--- config.mk ---
export PLATFORM = sky130hd
export DESIGN_NAME = mmio_arbiter_flat
export DESIGN_NICKNAME = d
export VERILOG_FILES = /design/src/rtl/mmio_arb_pkg.sv /design/src/rtl/mmio_arbiter_if.sv /design/src/rtl/mmio_arb_rsp.sv /design/src/rtl/mmio_arbiter.sv /design/src/flat_wrapper.sv
export SDC_FILE = /design/constraint.sdc
export NUM_CORES = 1
export LEC_CHECK = 0
export BUFFER_PORTS_ARGS = -buffer_cell sky130_fd_sc_hd__buf_2
export CAP_MARGIN = 0
export CORE_AREA = 4 4 119 121
export CTS_BUF_LIST = sky130_fd_sc_hd__clkbuf_8
export CTS_CLUSTER_DIAMETER = 50
export DETAILED_ROUTE_END_ITERATION = 8
export DIE_AREA = 0 0 123 125
export HOLD_SLACK_MARGIN = 0.15
export PLACE_DENSITY = 0.59
export SYNTH_ARGS = -nofsm -noshare
export SYNTH_HDL_FRONTEND = slang
export SYNTH_HIERARCHICAL = 1
export SYNTH_SLANG_ARGS = --single-unit
--- constraint.sdc ---
create_clock -name clk -period 1.6 [get_ports clk]
set_input_delay 0.08 -clock clk [delete_from_list [all_inputs] [get_ports clk]]
set_output_delay 0.08 -clock clk [all_outputs]
set_load 0.02 [all_outputs]
--- src/rtl/mmio_arb_pkg.sv ---
// Shared types and constants for the two-master mmio arbiter.
package mmio_arb_pkg;

  localparam int NUM_MST = 2;

  typedef enum logic [1:0] {
    IDLE = 2'd0,
    OWN0 = 2'd1,
    OWN1 = 2'd2
  } arb_state_e;

  localparam logic [2:0] ACC_LB  = 3'b000;
  localparam logic [2:0] ACC_LW  = 3'b010;
  localparam logic [2:0] ACC_LBU = 3'b100;

  typedef logic mst_idx_t;

  // Request fields of one master, as presented to the arbiter.
  typedef struct packed {
    logic        load;
    logic        store;
    logic [2:0]  access;
    logic [31:0] addr;
    logic [31:0] wdata;
  } mst_req_t;

  // Ownership state for a given master index.
  function automatic arb_state_e own_state(mst_idx_t m);
    return m ? OWN1 : OWN0;
  endfunction

endpackage

--- src/rtl/mmio_arbiter_if.sv ---
// Bus bundle between the two masters, the arbiter and the mmio block.
interface mmio_arbiter_if;
  logic        m0_req,    m1_req;
  logic        m0_load,   m1_load;
  logic        m0_store,  m1_store;
  logic [2:0]  m0_access, m1_access;
  logic [31:0] m0_addr,   m1_addr;
  logic [31:0] m0_wdata,  m1_wdata;
  logic        m0_gnt,    m1_gnt;
  logic        m0_rvalid, m1_rvalid;
  logic [31:0] m0_rdata,  m1_rdata;
  logic        load, store;
  logic [2:0]  access;
  logic [31:0] addr, data_in;
  logic [31:0] data_out;
  logic        busy;

  // Arbiter side.
  modport slave (
    input  m0_req, m1_req, m0_load, m1_load, m0_store, m1_store,
           m0_access, m1_access, m0_addr, m1_addr, m0_wdata, m1_wdata,
           data_out,
    output m0_gnt, m1_gnt, m0_rvalid, m1_rvalid, m0_rdata, m1_rdata,
           load, store, access, addr, data_in, busy
  );

  // Masters plus mmio read data, as seen from outside the arbiter.
  modport master (
    output m0_req, m1_req, m0_load, m1_load, m0_store, m1_store,
           m0_access, m1_access, m0_addr, m1_addr, m0_wdata, m1_wdata,
           data_out,
    input  m0_gnt, m1_gnt, m0_rvalid, m1_rvalid, m0_rdata, m1_rdata,
           load, store, access, addr, data_in, busy
  );
endinterface

--- src/rtl/mmio_arb_rsp.sv ---
// Per-master load response register: captures mmio read data on an
// accepted load and pulses rvalid for the following cycle.
module mmio_arb_rsp (
  input  logic        clk,
  input  logic        rst,
  input  logic        i_cap,
  input  logic [31:0] i_data,
  output logic        o_rvalid,
  output logic [31:0] o_rdata
);

  logic        r_rvalid;
  logic [31:0] r_rdata;

  // Capture on accepted load; rdata holds across stores and idle cycles.
  always_ff @(posedge clk) begin
    if (!rst) begin
      r_rvalid <= 1'b0;
      r_rdata  <= '0;
    end else begin
      r_rvalid <= i_cap;
      if (i_cap) r_rdata <= i_data;
    end
  end

  assign o_rvalid = r_rvalid;
  assign o_rdata  = r_rdata;

endmodule

--- src/rtl/mmio_arbiter.sv ---
// Two-master arbiter in front of mmio. Master 0 is the CPU data port,
// master 1 a secondary bus master. Define MMIO_ARB_RR_EN for round-robin
// with a MAX_BURST tenure limit; otherwise master 0 has fixed priority.
module mmio_arbiter
  import mmio_arb_pkg::*;
#(
  parameter int unsigned MAX_BURST = 4
) (
  input  logic          clk,
  input  logic          rst,
  mmio_arbiter_if.slave bus
);

  arb_state_e                r_state, w_state_nxt;
  logic [NUM_MST-1:0]        w_req, w_gnt, w_acc, w_rvalid;
  logic [NUM_MST-1:0][31:0]  w_rdata;
  mst_req_t [NUM_MST-1:0]    w_fld;
  mst_idx_t                  w_own, w_oth;
  logic                      w_busy, w_load, w_store;
  logic [2:0]                w_access;
  logic [31:0]               w_addr, w_data_in;

  assign w_req    = {bus.m1_req, bus.m0_req};
  assign w_fld[0] = {bus.m0_load, bus.m0_store, bus.m0_access, bus.m0_addr, bus.m0_wdata};
  assign w_fld[1] = {bus.m1_load, bus.m1_store, bus.m1_access, bus.m1_addr, bus.m1_wdata};
  assign w_own    = (r_state == OWN1);
  assign w_oth    = ~w_own;
  assign w_acc    = w_req & w_gnt;

`ifdef MMIO_ARB_RR_EN
  localparam int CNT_W = $clog2(MAX_BURST + 1);
  localparam logic [CNT_W-1:0] MAX_CNT = CNT_W'(MAX_BURST);

  logic [CNT_W-1:0] r_burst_cnt, w_cnt_post;
  mst_idx_t         r_last_owner;

  // Saturating count of transfers made in the current tenure.
  always_comb begin
    w_cnt_post = r_burst_cnt;
    if (|w_acc && r_burst_cnt < MAX_CNT) w_cnt_post = r_burst_cnt + CNT_W'(1);
  end

  // Tenure counter and last owner; last_owner starts at 1 so master 0 wins first.
  always_ff @(posedge clk) begin
    if (!rst) begin
      r_burst_cnt  <= '0;
      r_last_owner <= 1'b1;
    end else begin
      r_burst_cnt <= (w_state_nxt != r_state) ? '0 : w_cnt_post;
      if (w_state_nxt != r_state && w_state_nxt != IDLE)
        r_last_owner <= (w_state_nxt == OWN1);
    end
  end

  // Next state: round-robin on contention, yield after MAX_BURST transfers.
  always_comb begin
    w_state_nxt = r_state;
    case (r_state)
      IDLE: begin
        if (w_req[0] && w_req[1]) w_state_nxt = own_state(~r_last_owner);
        else if (w_req[0])        w_state_nxt = OWN0;
        else if (w_req[1])        w_state_nxt = OWN1;
      end
      OWN0, OWN1: begin
        if (!w_req[w_own])
          w_state_nxt = w_req[w_oth] ? own_state(w_oth) : IDLE;
        else if (w_cnt_post >= MAX_CNT && w_req[w_oth])
          w_state_nxt = own_state(w_oth);
      end
      default: w_state_nxt = IDLE;
    endcase
  end
`else
  // Next state: master 0 always wins; master 1 is preempted after its current cycle.
  always_comb begin
    w_state_nxt = IDLE;
    if (w_req[0])      w_state_nxt = OWN0;
    else if (w_req[1]) w_state_nxt = OWN1;
  end
`endif

  // State register.
  always_ff @(posedge clk) begin
    if (!rst) r_state <= IDLE;
    else      r_state <= w_state_nxt;
  end

  // Grants and busy decoded from state only.
  always_comb begin
    w_gnt  = '0;
    w_busy = (r_state != IDLE);
    case (r_state)
      OWN0:    w_gnt[0] = 1'b1;
      OWN1:    w_gnt[1] = 1'b1;
      default: w_gnt    = '0;
    endcase
  end

  // Downstream mux: zero unless the owner is transferring; store beats load.
  always_comb begin
    w_load    = 1'b0;
    w_store   = 1'b0;
    w_access  = '0;
    w_addr    = '0;
    w_data_in = '0;
    if (|w_acc) begin
      w_store   = w_fld[w_own].store;
      w_load    = w_fld[w_own].load & ~w_fld[w_own].store;
      w_access  = w_fld[w_own].access;
      w_addr    = w_fld[w_own].addr;
      w_data_in = w_fld[w_own].wdata;
    end
  end

  for (genvar gi = 0; gi < NUM_MST; gi++) begin : g_rsp
    mmio_arb_rsp u_rsp (
      .clk      (clk),
      .rst      (rst),
      .i_cap    (w_acc[gi] & w_load),
      .i_data   (bus.data_out),
      .o_rvalid (w_rvalid[gi]),
      .o_rdata  (w_rdata[gi])
    );
  end

  assign bus.m0_gnt    = w_gnt[0];
  assign bus.m1_gnt    = w_gnt[1];
  assign bus.m0_rvalid = w_rvalid[0];
  assign bus.m1_rvalid = w_rvalid[1];
  assign bus.m0_rdata  = w_rdata[0];
  assign bus.m1_rdata  = w_rdata[1];
  assign bus.load      = w_load;
  assign bus.store     = w_store;
  assign bus.access    = w_access;
  assign bus.addr      = w_addr;
  assign bus.data_in   = w_data_in;
  assign bus.busy      = w_busy;

endmodule
--- src/flat_wrapper.sv ---
// flat-port wrapper written by rule: the top's interface ports become plain ports
module mmio_arbiter_flat import mmio_arb_pkg::*;
#(
  parameter int unsigned MAX_BURST = 4
)
  (clk, rst, bus_m0_req, bus_m1_req, bus_m0_load, bus_m1_load, bus_m0_store, bus_m1_store, bus_m0_access, bus_m1_access, bus_m0_addr, bus_m1_addr, bus_m0_wdata, bus_m1_wdata, bus_data_out, bus_m0_gnt, bus_m1_gnt, bus_m0_rvalid, bus_m1_rvalid, bus_m0_rdata, bus_m1_rdata, bus_load, bus_store, bus_access, bus_addr, bus_data_in, bus_busy);
  mmio_arbiter_if bus_i ();
  input  logic clk;
  input  logic rst;
  input wire logic [$bits(bus_i.m0_req)-1:0] bus_m0_req;
  input wire logic [$bits(bus_i.m1_req)-1:0] bus_m1_req;
  input wire logic [$bits(bus_i.m0_load)-1:0] bus_m0_load;
  input wire logic [$bits(bus_i.m1_load)-1:0] bus_m1_load;
  input wire logic [$bits(bus_i.m0_store)-1:0] bus_m0_store;
  input wire logic [$bits(bus_i.m1_store)-1:0] bus_m1_store;
  input wire logic [$bits(bus_i.m0_access)-1:0] bus_m0_access;
  input wire logic [$bits(bus_i.m1_access)-1:0] bus_m1_access;
  input wire logic [$bits(bus_i.m0_addr)-1:0] bus_m0_addr;
  input wire logic [$bits(bus_i.m1_addr)-1:0] bus_m1_addr;
  input wire logic [$bits(bus_i.m0_wdata)-1:0] bus_m0_wdata;
  input wire logic [$bits(bus_i.m1_wdata)-1:0] bus_m1_wdata;
  input wire logic [$bits(bus_i.data_out)-1:0] bus_data_out;
  output wire logic [$bits(bus_i.m0_gnt)-1:0] bus_m0_gnt;
  output wire logic [$bits(bus_i.m1_gnt)-1:0] bus_m1_gnt;
  output wire logic [$bits(bus_i.m0_rvalid)-1:0] bus_m0_rvalid;
  output wire logic [$bits(bus_i.m1_rvalid)-1:0] bus_m1_rvalid;
  output wire logic [$bits(bus_i.m0_rdata)-1:0] bus_m0_rdata;
  output wire logic [$bits(bus_i.m1_rdata)-1:0] bus_m1_rdata;
  output wire logic [$bits(bus_i.load)-1:0] bus_load;
  output wire logic [$bits(bus_i.store)-1:0] bus_store;
  output wire logic [$bits(bus_i.access)-1:0] bus_access;
  output wire logic [$bits(bus_i.addr)-1:0] bus_addr;
  output wire logic [$bits(bus_i.data_in)-1:0] bus_data_in;
  output wire logic [$bits(bus_i.busy)-1:0] bus_busy;
  assign bus_i.m0_req = bus_m0_req;
  assign bus_i.m1_req = bus_m1_req;
  assign bus_i.m0_load = bus_m0_load;
  assign bus_i.m1_load = bus_m1_load;
  assign bus_i.m0_store = bus_m0_store;
  assign bus_i.m1_store = bus_m1_store;
  assign bus_i.m0_access = bus_m0_access;
  assign bus_i.m1_access = bus_m1_access;
  assign bus_i.m0_addr = bus_m0_addr;
  assign bus_i.m1_addr = bus_m1_addr;
  assign bus_i.m0_wdata = bus_m0_wdata;
  assign bus_i.m1_wdata = bus_m1_wdata;
  assign bus_i.data_out = bus_data_out;
  assign bus_m0_gnt = bus_i.m0_gnt;
  assign bus_m1_gnt = bus_i.m1_gnt;
  assign bus_m0_rvalid = bus_i.m0_rvalid;
  assign bus_m1_rvalid = bus_i.m1_rvalid;
  assign bus_m0_rdata = bus_i.m0_rdata;
  assign bus_m1_rdata = bus_i.m1_rdata;
  assign bus_load = bus_i.load;
  assign bus_store = bus_i.store;
  assign bus_access = bus_i.access;
  assign bus_addr = bus_i.addr;
  assign bus_data_in = bus_i.data_in;
  assign bus_busy = bus_i.busy;
  mmio_arbiter #(.MAX_BURST(MAX_BURST)) u_core (.clk(clk), .rst(rst), .bus(bus_i));
endmodule
# ---- Yosys cells after proc, flatten, opt, wreduce, memory -nomap -nowiden
# Index checks and enable logic that the tools add are counted.
dict set report totals {
  register_bits 68
  in_bits 174
  output_inout_bits 138
}
dict set report op_classes {
  order_cmp 1
  n_eq_ne 2
  muxes 11
  bitwise 6
  n_reduce_logical 3
}
# op n
set ops {}
lappend ops {{69-bit two-way mux} 2}
lappend ops {{32-bit two-way mux} 2}
lappend ops {{1-bit two-way mux} 5}
lappend ops {{2-bit OR reduction} 2}
lappend ops {{1-bit AND} 3}
lappend ops {{3-bit two-way mux} 1}
lappend ops {{2-bit AND} 1}
lappend ops {{2-bit by 1-bit == test with 1-bit output (second input constant)} 1}
lappend ops {{2-bit == test (second input constant)} 1}
lappend ops {{1-bit by 2-bit < comparator with 1-bit output (second input constant)} 1}
lappend ops {{2-bit two-way mux} 1}
lappend ops {{1-bit NOT} 2}
lappend ops {{2-bit nonzero test} 1}

# ---- Depth between registers and ports, before layout
# Gate-level depths: netlist of run 1.
dict set report logic_depth {
  depth_word 7
  ltp_mapped 8
  depth_no_buf 5
}

# ---- Cells and area by module
# Netlist of run 1, hierarchy kept.
# module instances cells_per_inst area_per_inst_um2
set by_module_without_submodules {}
lappend by_module_without_submodules {mmio_arb_rsp 2 105 1270.0}
lappend by_module_without_submodules {mmio_arbiter 1 243 1103.6}

# ---- Least setup slack after synthesis of run 1
# OpenSTA, ideal clock, no wires.
dict set report synth_path {
  kind {register -> register}
  start {reg u_core.r_state[0]}
  end {reg u_core.g_rsp[0].u_rsp.r_rdata[10]}
  setup_ns 0.116
  arrival_time_ns 1.538
  t_required_ns 1.484
  setup_slack_ns -0.054
  stages_incl_launch_ff 7
  period_less_slack_ns 1.654
  cell_sequence {dfxtp_1 nor2b_1 and3_1 buf_6 buf_12 mux2i_1 nor2b_1}
}
# element line_no
set synth_lines {}
lappend synth_lines {{start, declared} mmio_arbiter.sv:14} ;# arb_state_e r_state, w_state_nxt;
lappend synth_lines {{start signal, assigned} mmio_arbiter.sv:85} ;# else r_state <= w_state_nxt;
lappend synth_lines {{2-bit by 1-bit == test with 1-bit output (*)} mmio_arbiter.sv:92} ;# case (r_state)
lappend synth_lines {{1-bit two-way mux (*)} mmio_arbiter.sv:92}
lappend synth_lines {{named net bus_m0_gnt} flat_wrapper.sv:23} ;# output wire logic [$bits(bus_i.m0_gnt)-1:0] bus_m0_gnt;
lappend synth_lines {{2-bit AND (*)} mmio_arbiter.sv:28} ;# assign w_acc = w_req & w_gnt;
lappend synth_lines {{2-bit OR reduction} mmio_arbiter.sv:106} ;# if (|w_acc) begin
lappend synth_lines {{1-bit two-way mux} mmio_arbiter.sv:106}
lappend synth_lines {{1-bit AND (*)} mmio_arbiter.sv:119} ;# .i_cap (w_acc[gi] & w_load),
lappend synth_lines {{end signal, assigned} mmio_arb_rsp.sv:22} ;# if (i_cap) r_rdata <= i_data;
lappend synth_lines {{end, declared} mmio_arb_rsp.sv:13} ;# logic [31:0] r_rdata;
# Mark *: on every way through the listed nets, which the timed path passes. The rest lies on a longest branch. The select of a mux whose other input is x is not followed.
# A chain may end at the register's enable or synchronous reset.

# ---- Worst setup path after layout of run 1
dict set report layout_path {
  start {reg u_core.r_state[0]}
  end {out bus_data_in[0]}
}
dict set report layout_between {
  elab_chain_cells 5
}
# element line_no
set layout_rtl {}
lappend layout_rtl {{2-bit by 1-bit == test with 1-bit output / 2-bit == test (equally long branches)} {mmio_arbiter.sv:92, mmio_arbiter.sv:26}}
lappend layout_rtl {{1-bit two-way mux} mmio_arbiter.sv:92}
lappend layout_rtl {{2-bit AND} mmio_arbiter.sv:28}
lappend layout_rtl {{2-bit OR reduction} mmio_arbiter.sv:106}
lappend layout_rtl {{32-bit two-way mux (*)} mmio_arbiter.sv:106}
lappend layout_rtl {{end, declared} flat_wrapper.sv:33} ;# output wire logic [$bits(bus_i.data_in)-1:0] bus_data_in;
# Mark *: on every way between the ends. The rest lies on a longest branch, timed or not. The select of a mux whose other input is x is not followed.

==> metrics.md, run 1 <==
| Metric | Value |
|---|---|
| Status | `finished, violations left` |
| Failing checks | `negative setup slack` |
| Hold Vio Cnt, Final | `0` |
| WP data required | `1.52 ns` |
| Synth-to-Final Area Change | `92.27%` |
| Worst hold path type | `input port to flip-flop` |
| Total area of sequential cells | `around 1400 um2` |
| Min Tclk post-route | `1.778 ns` |
| Core box area | `~13,000 um2` |
| Vias per cell | `about 4.5` |
| Dpl ws | `around 0.039 ns` |
| Comb pwr share | `0.260` |
| Final slew viol count | `0` |
| Reg-to-reg startpoint | `u_core/r_state[0]` |
| Met2 Track Usage GR | `0.3683` |
| Register area share after synthesis | `0.3736` |
| Internal Power | `roughly 3 mW` |
| Warnings, synthesis | `6` |
| Final period util | `1.111` |
| Antenna violations before repair | `5` |
| Pwr Total | `roughly 4.2 mW` |
| Die height | `between 100 and 150 um` |
| Critical Path Sink Type | `output pin` |
| Mapped cell area | `roughly 3600 um2` |
| Routed vias | `~4,400` |
| Synth Area per Inst | `8.043 um2` |
| Die area | `between 15,000 and 20,000 um2` |
| GRT met3 Usage | `0.06640` |
| Initial Util | `0.2784` |
| Peak VDD IR | `between 0.4 and 0.5 mV` |
| Gr ovfl total | `0` |
| Min-delay src | `rst` |
| CTS root buf | `clkbuf_8` |
| Clock tree sinks | `68` |
| Synth Net Count | `627` |
| Net load switching power | `1.177 mW` |
| Seq pwr share | `0.410` |
| F_max | `approximately 560 MHz` |
| Hold depth | `2` |
| Gate Count Post-Synth | `between 400 and 500` |
| Antenna Violating Nets Remaining | `0` |
| Clock Latency Late Sink | `0.34 ns` |
| CTS tree | `done` |
| Max_cap viols | `0` |
| Worst R2R Setup Slack | `-0.03 ns` |
| Worst Setup Start Kind | `flip-flop` |
| Clock Power Share | `0.330` |
| CTS H-tree lvls | `3` |
| DP HPWL | `11.19 mm` |
| WL final | `around 17 mm` |
| Filler instances | `approximately 1,300` |
| Leak Pwr | `roughly 3.2 nW` |
| Layout cells sized above 1 | `0.5092` |
| Worst-case clock skew | `0.007666 ns` |
| IO Pins | `312` |
| RSZ-0062 raised after global routing | `true` |
| Count of cell types in the netlist | `17` |
| Setup slack after layout | `-0.1776 ns` |
| WP data arrival | `~1.7 ns` |
| GRT Util Overall | `0.2000` |
| Switching share of total power | `0.2810` |
| Pin count of the biggest net entering global routing | `42` |
| R2R cell count | `8` |
| Met1 usage | `0.2131` |
| Port Buffers | `~310` |
| Width of the die | `roughly 120 um` |
| Vias in the first global route | `around 4,400` |
| First-pass GRT wire length | `24.07 mm` |
| Multi-input logic area | `between 2000 and 2500 um2` |
| Measured slew at the worst slew-check pin | `~0.45 ns` |
| #FFs+latches synth | `68` |
| Site Rows | `42` |
| Maximum clock insertion buffer count | `2` |
| Reg clk slew, reported paths | `roughly 0.07 ns` |
| Max_slew headroom | `0.7008` |
| PD cells | `598.0 nW/um2` |
| Inserted Clock Buffers | `9` |
| Global route hottest layer | `met2` |
| Hold EP | `u_core/g_rsp[0].u_rsp/o_rdata[22]` |
| Critical path class | `flip-flop to output pin` |
| Initial DRC Count | `170` |
| Final Net Count | `980` |
| Final setup fails | `77` |
| Critical Path Fanout Max | `8` |
| RePlAce Congestion | `between 0.8 and 0.9` |
| TritonRoute pass-1 iters | `6` |
| DRC | `0` |
| FF-to-FF End | `u_core/g_rsp[1].u_rsp/o_rdata[20]` |
| Routed len/inst | `17.38 um` |
[flip-flops by register name, summed over array words and instances, names as in the netlist]
register	cells
u_core/g_rsp.u_rsp/o_rdata	64
u_core/g_rsp.u_rsp/o_rvalid	2
u_core/r_state	2
[worst max-delay path, cell delays in order (launching register included)]
cell and delay, ns:
dfxtp_2 0.34, nand2b_4 0.14, inv_6 0.04, a22oi_4 0.21
buf_12 0.14, buf_12 0.11, clkbuf_16 0.17, a21oi_1 0.05
buf_2 0.16
[through the flow]
step	area, um2	hold WS [ns]	util	setup TNS (ns)	cells
global placement	5303	0.3335	0.4052	0	913
CTS	6529	0.2153	0.4989	-11.75	980
floorplan	3646	0.1515	-	0	453
global route	7003	0.2414	0.5352	-18.43	988
detailed placement	5303	0.3349	0.4052	0	913
finish	7005	0.2280	0.5354	-9.909	989
[how the worst max path moves through the flow]
stage                     slack, ns                                end  cells past startpoint              start
after global placement         0.03                     bus_data_in[4]                      6  u_core/r_state[0]
after floorplan                0.13  u_core/g_rsp[0].u_rsp/o_rdata[10]                      6  u_core/r_state[0]
after global routing          -0.27                      bus_access[1]                      8  u_core/r_state[0]
after CTS                     -0.19                     bus_data_in[6]                      8  u_core/r_state[0]
final                         -0.18                     bus_data_in[0]                      8  u_core/r_state[0]
after detailed placement       0.04                    bus_data_in[15]                      6  u_core/r_state[0]
[power by group through the flow]
stage,clock [mW],combinational (mW),sequential [mW]
detailed placement,0,0.725,1.76
finish,1.38,1.09,1.72
global route,1.53,1.16,1.72
floorplan,0,0.342,1.77
CTS,1.44,0.987,1.72
global placement,0,0.725,1.76
[cell usage in the layout, fill, tap and decap left out, types with 10 or more instances in the layout]
| cell | synthesis | final |
|---|---|---|
| a21oi_1 | 69 | 23 |
| a21oi_2 | 0 | 22 |
| a21oi_4 | 0 | 24 |
| buf_2 | 14 | 254 |
| buf_4 | 2 | 23 |
| buf_6 | 3 | 42 |
| clkbuf_8 | 0 | 10 |
| dfxtp_1 | 68 | 66 |
| dlygate4sd3_1 | 0 | 34 |
| mux2i_1 | 64 | 64 |
| nand2_1 | 139 | 139 |
| nor2b_1 | 67 | 66 |
[Yosys cell counts]
| master | count | area [um2] |
|---|---|---|
| a21oi_1 | 69 | 345.3 |
| a22oi_4 | 1 | 21.27 |
| and2_1 | 3 | 18.77 |
| and3_1 | 2 | 12.51 |
| buf_12 | 6 | 120.1 |
| buf_2 | 14 | 70.07 |
| buf_4 | 2 | 15.01 |
| buf_6 | 3 | 33.78 |
| clkbuf_1 | 11 | 41.29 |
| dfxtp_1 | 68 | 1361 |
| inv_4 | 1 | 6.260 |
| mux2i_1 | 64 | 640.6 |
| nand2_1 | 139 | 521.8 |
| nand2b_1 | 1 | 6.260 |
| nor2_1 | 1 | 3.750 |
| nor2b_1 | 67 | 419.2 |
| or2_2 | 1 | 6.260 |
[what timing repair did]
item,CTS,global route
endpoints found under the hold margin,66,0
gates resized for setup,115,74
pin swaps,1,0
hold buffers,34,0
cloned,8,6
buffers inserted,10,1
setup endpoints to repair,70,100
[layout make-up]
cell class	instances	area share
diodes	2	0.0007144
clock buffers	10	0.01965
clock inverters	6	0.008037
inverters	1	0.001250
multi-input cells	348	0.3388
flip-flops and latches	68	0.1947
well taps	176	0.03143
repair buffers	378	0.4054
[per-layer routing]
layer / wire length (um) / share of wire
met1: 6137 / 0.36
met2: 8995 / 0.52
met3: 1613 / 0.094
met4: 410 / 0.024
met5: 34 / 0.0020
[cell families (layout without fill, tap and decap cells)]
family / after synthesis / in the layout / synth area share
AOI/OAI and AO/OA: 70 / 70 / 0.1006
buffers and inverters: 37 / 395 / 0.07864
DFF: 68 / 68 / 0.3736
muxes: 64 / 64 / 0.1758
other: 0 / 2 / 0
and+or+nand+nor: 214 / 214 / 0.2713
Note: power is estimated with default switching activity, not from simulation.
==> run 2: changes to the inputs <==
ABC_AREA = 1   (was unset)
PLACE_DENSITY = 0.64   (was 0.59)
==> metrics.md, run 2 <==
| Metric | Value |
|---|---|
| Status | `finished, violations left` |
| Failing checks | `negative setup slack` |
| PD cells | `between 500 and 600 nW/um2` |
| Initial DRC Count | `a little over 400` |
| Critical path class | `flip-flop to output pin` |
| R2R cell count | `11` |
| F_max | `580.3 MHz` |
| First-pass GRT wire length | `27.06 mm` |
| Core box area | `~13,000 um2` |
| GRT Util Overall | `0.2200` |
| IO Pins | `~310` |
| Layout Cells excl Fill | `between 1,000 and 1,500` |
| Filler instances | `1,079` |
| Final Net Count | `between 1,000 and 1,500` |
| Post-synth EDFFs | `0` |
| Width of the die | `around 120 um` |
| Max_cap viols | `0` |
| Routed vias | `about 6,100` |
| Met2 Track Usage GR | `0.3876` |
| CTS H-tree lvls | `3` |
| Synth-to-Final Area Change | `105.3%` |
| DRC | `0` |
| Hold Vio Cnt, Final | `0` |
| Min-delay src | `rst` |
| Peak VDD IR | `0.6222 mV` |
| Leak Pwr | `around 5.3 nW` |
| Final period util | `1.077` |
| Warnings, synthesis | `6` |
| Commonest non-fill, non-tap cell in the layout | `nand2_1` |
| Worst-case clock skew | `approximately 0.0065 ns` |
| Hold EP | `u_core/r_state[0]` |
| Most frequent cells in the layout | `nand2_1 (271), buf_2 (241), nor2_1 (113)` |
| Global route hottest layer | `met2` |
| Port Buffers | `around 310` |
| Antenna violations before repair | `6` |
| Max reg flops | `64` |
| Synth area leader | `nand2_1` |
| GRT met3 Usage | `0.05510` |
| Count of cell types in the netlist | `13` |
| Placed insts | `1,261` |
| FF-to-FF End | `u_core/g_rsp[0].u_rsp/o_rdata[26]` |
| CTS root buf | `clkbuf_8` |
| Antenna Violating Nets Remaining | `0` |
| Hold WS | `about 0.23 ns` |
| Reg-to-reg startpoint | `u_core/r_state[0]` |
| Min Tclk post-route | `around 1.7 ns` |
| WP data arrival | `1.64 ns` |
| WP data required | `~1.5 ns` |
| Register area share after synthesis | `0.3203` |
| Synth Net Count | `between 900 and 1,000` |
| Critical path, cell by cell | `inv_4, nand3_4, nand2_4, buf_8, buf_12, clkbuf_16, nand2_1, inv_1, buf_6` |
| Synth Area per Inst | `between 5 and 6 um2` |
| RSZ-0062 raised after global routing | `true` |
| DP HPWL | `approximately 12 mm` |
| Max incr delay on CP | `0.43 ns` |
| Pin count of the biggest net entering global routing | `69` |
| Maximum clock insertion buffer count | `2` |
| Dpl ws | `-0.04659 ns` |
| Die height | `125 um` |
| Gate Count Post-Synth | `approximately 800` |
| Post-synth ARST share | `0` |
| Setup slack after layout | `-0.1233 ns` |
| Worst Setup Start Kind | `flip-flop` |
| Worst R2R Setup Slack | `-0.12 ns` |
| Post-synth top area share | `0.3586` |
| Inserted Clock Buffers | `9` |
| CP max-delay cell | `dfxtp_4` |
| Gr ovfl total | `0` |
| Layout cells sized above 1 | `0.4992` |
| Vias per cell | `roughly 4.5` |
| CTS tree | `done` |
| Routed len/inst | `15.74 um` |
| Measured slew at the worst slew-check pin | `about 0.33 ns` |
| Site Rows | `42` |
| Post-route cell area | `~8700 um2` |
| Final setup fails | `109` |
| Final setup TNS | `-6.319 ns` |
| Die area | `roughly 15,000 um2` |
| CP delay by family, top | `buffers and inverters` |
| Clock tree sinks | `68` |
| Critical Path Fanout Max | `7` |
| Initial Util | `0.3248` |
| Final slew viol count | `0` |
| WP buf/inv | `6` |
| Met1 usage | `0.2542` |
| Max_slew headroom | `0.7796` |
| Vias in the first global route | `5,345` |
| Mapped cell area | `4250 um2` |
| DP Area | `between 6000 and 7000 um2` |
| #FFs+latches synth | `just under 70` |
| Reg clk slew, reported paths | `about 0.090 ns` |
| Worst hold path type | `input port to flip-flop` |
| Critical Path Sink Type | `output pin` |
| Synth area leaders | `nand2_1 (36%), dfxtp_1 (32%), inv_1 (12%)` |
| Hold depth | `4` |
| WL final | `around 21 mm` |
| RePlAce Congestion | `around 0.9` |
| Ys flop type | `dfxtp_1` |
| Most common library cells after synthesis | `nand2_1 (406), inv_1 (138), nor2_1 (132)` |
| TritonRoute pass-1 iters | `5` |
| Clock Latency Late Sink | `0.34 ns` |
| Most common cell in the netlist | `nand2_1` |
## run 2: cell count changes after synthesis, moves of 64 or more
cell | previous run | this run
nand2_1 | 139 | 406
nor2_1 | 1 | 132
a21oi_1 | 69 | 0
nor2b_1 | 67 | 0
mux2i_1 | 64 | 0
inv_1 | 0 | 138
## run 2: worst reg2reg max path, cell delays in order, from the launching register on
cell,delay [ns]
dfxtp_4,0.37
inv_6,0.09
buf_6,0.10
nand3b_1,0.12
nand2_2,0.11
nand3_4,0.10
nor2_4,0.14
buf_12,0.18
buf_8,0.14
buf_16,0.13
nor2_2,0.05
nor2_1,0.13
## run 2: worst max-delay path by stage
| stage | start | to | slack, ns | cells after the start |
|---|---|---|---|---|
| finish | u_core/r_state[1] | bus_data_in[6] | -0.12 | 9 |
| global route | u_core/r_state[0] | u_core/g_rsp[0].u_rsp/o_rdata[26] | -0.22 | 11 |
| CTS | u_core/r_state[0] | bus_addr[20] | -0.07 | 10 |
| detailed placement | u_core/r_state[1] | u_core/g_rsp[1].u_rsp/o_rdata[20] | -0.05 | 9 |
| global placement | u_core/r_state[1] | u_core/g_rsp[0].u_rsp/o_rdata[27] | 0.003 | 9 |
| floorplan | u_core/r_state[1] | u_core/g_rsp[0].u_rsp/o_rdata[10] | 0.04 | 10 |
## run 2: per-layer routing
layer	up-vias	share of wire
met1	2773	0.37
met3	62	0.092
met4	2	0.036
met5	-	0.00061
li1	3011	-
met2	301	0.50
## run 2: kinds of logic (layout without fill, tap and decap cells)
| logic type | count (synthesis) | count (layout) | synth area share |
|---|---|---|---|
| other | 0 | 4 | 0 |
| DFF | 68 | 68 | 0.3203 |
| and+or+nand+nor | 545 | 545 | 0.4843 |
| buffers and inverters | 183 | 571 | 0.1955 |
## run 2: final cells by class
cell class	instances	area (um2)	share of cell area
diodes	4	10.01	0.001147
clock buffers	9	123.9	0.01420
clock inverters	7	82.58	0.009464
inverters	140	559.3	0.06410
multi-input cells	545	2723	0.3120
flip-flops and latches	68	1369	0.1569
well taps	176	220.2	0.02524
repair buffers	414	3622	0.4151
repair inverters	1	16.27	0.001864
## run 2: per-stage QoR
stage          utilization  power [mW]
3_3_place_gp        0.4593       2.560
6_report            0.6669       4.589
3_5_place_dp        0.4593       2.564
4_1_cts             0.5826       4.392
2_1_floorplan            -       2.183
5_1_grt             0.6669       4.799
## run 2: power breakdown
group / internal, mW / switching, mW / leakage (nW)
clock: 0.749 / 0.789 / 0.0988
combinational: 0.666 / 0.679 / 4.64
sequential: 1.70 / 0.00929 / 0.549
## run 2: repair_timing
action / 4_1_cts / 5_1_grt
gates resized for setup: 192 / 236
hold endpoints to repair: 66 / 0
setup buffers: 17 / 4
endpoints found under the setup margin: 130 / 123
cloned: 11 / 20
pin swaps: 3 / 75
hold buffers: 34 / 0
